### src/rtl/stream_mux_pkg.sv
// Shared definitions for the N-channel stream multiplexer: mode encoding,
// channel limits and the rotating-priority pick used by the arbiter.
package stream_mux_pkg;

  typedef enum logic {
    MODE_FIXED = 1'b0,
    MODE_RR    = 1'b1
  } mode_e;

  localparam int unsigned max_ch = 16;
  localparam int unsigned PTR_W  = $clog2(max_ch);

  typedef logic [max_ch-1:0] ch_vec_t;
  typedef logic [PTR_W-1:0]  ch_idx_t;

  // One-hot grant of the first set bit of valid[n-1:0], searching upward from
  // ptr and wrapping modulo n.
  function automatic ch_vec_t rr_pick(input ch_vec_t     valid,
                                      input ch_idx_t     ptr,
                                      input int unsigned n);
    ch_vec_t gnt;
    ch_idx_t idx;
    logic    found;
    gnt   = '0;
    found = 1'b0;
    for (int unsigned off = 0; off < max_ch; off++) begin
      idx = PTR_W'((32'(ptr) + off) % n);
      if (off < n && !found && valid[idx]) begin
        gnt[idx] = 1'b1;
        found    = 1'b1;
      end
    end
    return gnt;
  endfunction

endpackage

### src/rtl/stream_mux_rr_arbiter.sv
// Combinational round-robin arbiter: one-hot grant plus its binary index.
// The rotating pointer is owned by the instantiating block.
module rr_arbiter
  import stream_mux_pkg::*;
#(
  parameter  int unsigned N_CH  = 3,
  localparam int unsigned SEL_W = $clog2(N_CH)
) (
  input  logic [N_CH-1:0]  req,
  input  logic [SEL_W-1:0] ptr,
  input  logic             en,
  output logic [N_CH-1:0]  gnt,
  output logic [SEL_W-1:0] gnt_idx
);

  always_comb begin
    gnt = '0;
    if (en) begin
      gnt = N_CH'(rr_pick(max_ch'(req), PTR_W'(ptr), N_CH));
    end
  end

  always_comb begin
    gnt_idx = '0;
    for (int unsigned i = 0; i < N_CH; i++) begin
      if (gnt[i]) begin
        gnt_idx = i[SEL_W-1:0];
      end
    end
  end

endmodule

### src/rtl/stream_mux.sv
// N-channel registered stream multiplexer with fixed-select or round-robin
// channel choice and a single full-throughput output register.
module stream_mux
  import stream_mux_pkg::*;
#(
  parameter  int unsigned DATA_W = 136,
  parameter  int unsigned N_CH   = 3,
  localparam int unsigned SEL_W  = $clog2(N_CH)
) (
  input  logic                   clk,
  input  logic                   rst_n,
  input  logic                   mode,
  input  logic [SEL_W-1:0]       sel,
  input  logic [N_CH-1:0]        in_valid,
  input  logic [N_CH*DATA_W-1:0] in_data,
  output logic [N_CH-1:0]        in_ready,
  output logic                   out_valid,
  output logic [DATA_W-1:0]      out_data,
  output logic [SEL_W-1:0]       out_ch,
  input  logic                   out_ready
);

  logic              rr_mode;
  logic              can_load;
  logic              load;
  logic [SEL_W-1:0]  rr_ptr;
  logic [N_CH-1:0]   fix_gnt;
  logic [N_CH-1:0]   rr_gnt;
  logic [SEL_W-1:0]  rr_idx;
  logic [N_CH-1:0]   grant;
  logic [SEL_W-1:0]  grant_idx;
  logic [DATA_W-1:0] grant_data;

  assign rr_mode  = (mode == MODE_RR);
  assign can_load = !out_valid || out_ready;

  // Fixed-mode decode; an out-of-range sel grants nothing.
  always_comb begin
    fix_gnt = '0;
    if (!rr_mode && 32'(sel) < N_CH) begin
      fix_gnt[sel] = in_valid[sel];
    end
  end

  rr_arbiter #(
    .N_CH (N_CH)
  ) u_rr_arbiter (
    .req     (in_valid),
    .ptr     (rr_ptr),
    .en      (rr_mode),
    .gnt     (rr_gnt),
    .gnt_idx (rr_idx)
  );

  assign grant     = rr_mode ? rr_gnt : fix_gnt;
  assign grant_idx = rr_mode ? rr_idx : sel;

  // rst_n gate keeps every in_ready low while reset is held, even though
  // can_load is high with the register empty.
  assign in_ready = grant & {N_CH{can_load & rst_n}};
  assign load     = |in_ready;

  always_comb begin
    grant_data = '0;
    for (int unsigned i = 0; i < N_CH; i++) begin
      grant_data = grant_data | (in_data[i*DATA_W +: DATA_W] & {DATA_W{grant[i]}});
    end
  end

  always_ff @(posedge clk or negedge rst_n) begin
    if (!rst_n) begin
      out_valid <= 1'b0;
      out_data  <= '0;
      out_ch    <= '0;
      rr_ptr    <= '0;
    end else begin
      if (load) begin
        out_valid <= 1'b1;
        out_data  <= grant_data;
        out_ch    <= grant_idx;
        if (rr_mode) begin
          if (32'(grant_idx) == N_CH - 1) begin
            rr_ptr <= '0;
          end else begin
            rr_ptr <= grant_idx + 1'b1;
          end
        end
      end else if (out_ready) begin
        out_valid <= 1'b0;
      end
    end
  end

endmodule

### config.mk
export PLATFORM = sky130hd
export DESIGN_NAME = stream_mux
export DESIGN_NICKNAME = d
export VERILOG_FILES = /design/src/rtl/stream_mux_pkg.sv /design/src/rtl/stream_mux_rr_arbiter.sv /design/src/rtl/stream_mux.sv
export SDC_FILE = /design/constraint.sdc
export NUM_CORES = 1
export LEC_CHECK = 0
export CORE_AREA = 2 2 219 221
export DETAILED_ROUTE_END_ITERATION = 10
export DIE_AREA = 0 0 221 223
export PLACE_DENSITY = 0.41
export SLEW_MARGIN = 20
export SYNTH_ARGS = -nofsm -noshare
export SYNTH_HDL_FRONTEND = slang
export SYNTH_HIERARCHICAL = 1
export SYNTH_SLANG_ARGS = --single-unit
### constraint.sdc
create_clock -name clk -period 3.6 [get_ports clk]
set_input_delay 0.72 -clock clk [delete_from_list [all_inputs] [get_ports clk]]
set_output_delay 0.72 -clock clk [all_outputs]
set_load 0.02 [all_outputs]
==> reports/results.ini, run 1 <==
[global_routing]
antenna_found_initial = 2
overflow = 0
grt_usage_pct = 14.6
grt_max_degree = 65
grt_pass1_wl_mm = 54.5
grt_pass1_vias = 8682

[sta]
drv_slew = 0
fin_crit_sh_pct = 96.3
worst_pin_slew_ps = 862
fin_tns_setup_ps = 0
setup_viol = 0
finalHoldViolCount = 0
skew_ps = 9.32
relSlewSlack_pct = 42.5
max_freq_mhz = 289
period_minus_slack_ps = 3470

[synth]
ys_async_sr_fraction_pct = 100
synth_seq_cells = 141
postSynthCellCount = 687
synth_top_area_share_pct = 45.7
avgSynthCellArea_sq_um = 11.2
synth-seq-area-share_pct = 45.7
synth-edff-count = 0
synthFlopType = dfrtp_1
synthDistinctLibCells = 39
synth_top_area_cell = dfrtp_1
synth.area.top_cells = dfrtp_1, mux2i_1, a222oi_1
syn-num-nets = 1113
yosys_warnings = 6
synth.cell_area_sq_um = 7720

[critical_path]
crit_arrival_ps = 2750
path_cells = inv_4 > ha_4 > and2_4 > a211oi_4 > a2111oi_4 > buf_4 > nand4_2 > nand2_1 > nand2_1 > o21a_2 > nor2_2 > buf_4
critPathRequiredTime_ps = 2880
crit_type = reg -> out
max_stage_delay_ps = 460
crit_slowest_cell = dfrtp_2
path_delay_family = compound AO/OA/AOI/OAI gates
endpoint_kind = primary output
path_buf_inv = 3
crit_fanout = 6
cp-start-kind = flip-flop

[cts]
numCtsBuffers = 17
cts_tree = built
clock_sinks = 141
cts_root_buf = clkbuf_16
cts.path.max_buffers = 2
ctsHoldBuffers = 0
clk_pin_slew_ps = 60
cts_max_level = 4
clk_latency_ps = 450

[layout]
seq_area_sq_um = 3530
drive_gt1_share_pct = 11.8
multi_input_area_sq_um = 3450
mostFrequentLayoutCells = clkdlybuf4s50_1, inv_1, dfrtp_1
syn2layout_area_growth_pct = 98.2
layout_commonest_cell = clkdlybuf4s50_1
fillCellCount = 4829
nets = 1710

[placement]
dp_hpwl_mm = 30.1
place_congestion = 0.785
portBuffers = 558

[min_path]
hold_path.class = in -> async

[route]
ant_nets = 0
drc = 0
dr.pass1.iters = 8
initialDrtViolationCount = 640
vias = 8259
routedWlPerCell_um = 19.6
via_per_inst = 4.32
routed_wl_mm = 37.5

[die]
die_area_sq_um = 49300
coreArea_sq_um = 47100
dieWidth_um = 221
num_io_pins = 559
rows = 80
die_h_um = 223
start_util_pct = 16.4

[power]
leakage_nw = 5.99
irDropWorstVdd_mv = 0.228
powerDensity_nw_per_um2 = 685
power_mw = 10.5

[outcome]
status = completed

[run]
cap_violations = 0

## cells in the mapped netlist, types with 3 or more instances
cell and number:
buf_4 3, nand2_1 8, dfrtp_1 141, ha_1 9, inv_1 145, nand3_1 4
mux2_2 4, a222oi_1 136, nor2_1 7, a31oi_1 3, buf_6 15, o21a_1 3
mux2i_1 138, nand3b_1 3, buf_2 16, clkbuf_1 25, o21ai_2 3
## metrics by stage
step	setup WS (ps)	util (%)	hold WS [ps]	cells	instance area, sq um
after floorplan	488	-	424	687	7720
after global placement	-336	30.7	498	1876	14500
after detailed placement	-351	30.7	507	1876	14500
after CTS	54.9	32.1	84.8	1907	15100
after global routing	-21.8	32.5	107	1911	15300
final	134	32.5	117	1912	15300
## final cells by class
class	instances	share of cell area, %
diodes	1	0.0164
clock buffers	25	3.30
clock inverters	6	0.850
inverters	145	3.57
multi-input cells	341	22.5
flip-flops and latches	141	23.1
well taps	615	5.03
repair buffers	638	41.6
## per-layer routing
metal / routed length, um / global-route usage [%]
met3: 2770 / 4.16
met5: 0 / 0
met2: 19700 / 27.1
met4: 361 / 3.70
met1: 14700 / 16.3
## sequential cells by signal, indices dropped and copies added (netlist names)
register   cells
out_ch         2
out_data     136
rr_ptr         2
out_valid      1
## final timing paths
check                          start       endpoint  slack [ps]  cells after the start
hold reg to reg            out_ch[0]      out_ch[0]         510                      1
setup reg to reg           rr_ptr[0]   out_data[35]         160                     14
max in group asynchronous      rst_n  out_data[120]        2340                      2
hold / removal                 rst_n   out_data[94]         120                      1
setup / recovery           rr_ptr[0]    in_ready[1]         130                     12
min in group clk           out_ch[0]      out_ch[0]         510                      1
## where the power goes
part / total, mW / internal, mW / leakage [nW] / switching (mW)
combinational: 5.84 / 2.87 / 3.81 / 2.97
clock: 1.96 / 1.25 / 0.313 / 0.713
sequential: 2.69 / 2.31 / 1.86 / 0.380
total: 10.5 / 6.42 / 5.99 / 4.06
## cell families after synthesis
| kind of cell | count (synthesis) | share of synthesized area [%] |
|---|---|---|
| buffers and inverters | 205 | 11.8 |
| AO/OA/AOI/OAI | 160 | 20.5 |
| multiplexers | 142 | 18.5 |
| flip-flops | 141 | 45.7 |
| AND/OR/NAND/NOR | 30 | 2.04 |
| adder cells (fa/ha/maj) | 9 | 1.46 |
## repair_timing
action / CTS / global route
gates resized for setup: 22 / 30
pin swaps: 1 / 11
endpoints found under the setup margin: 3 / 4
setup buffers: 0 / 4
Power figures use the tool's default switching activity.
==> inputs of run 2 (changes only) <==
--- a/config.mk
+++ b/config.mk
@@ -6,6 +6,7 @@
 export NUM_CORES = 1
 export LEC_CHECK = 0
 export CORE_AREA = 2 2 219 221
+export CTS_CLUSTER_SIZE = 40
 export DETAILED_ROUTE_END_ITERATION = 10
 export DIE_AREA = 0 0 221 223
 export PLACE_DENSITY = 0.41
==> results of run 2 <==
Final layout, timing and power as in run 1 (identical DEF).
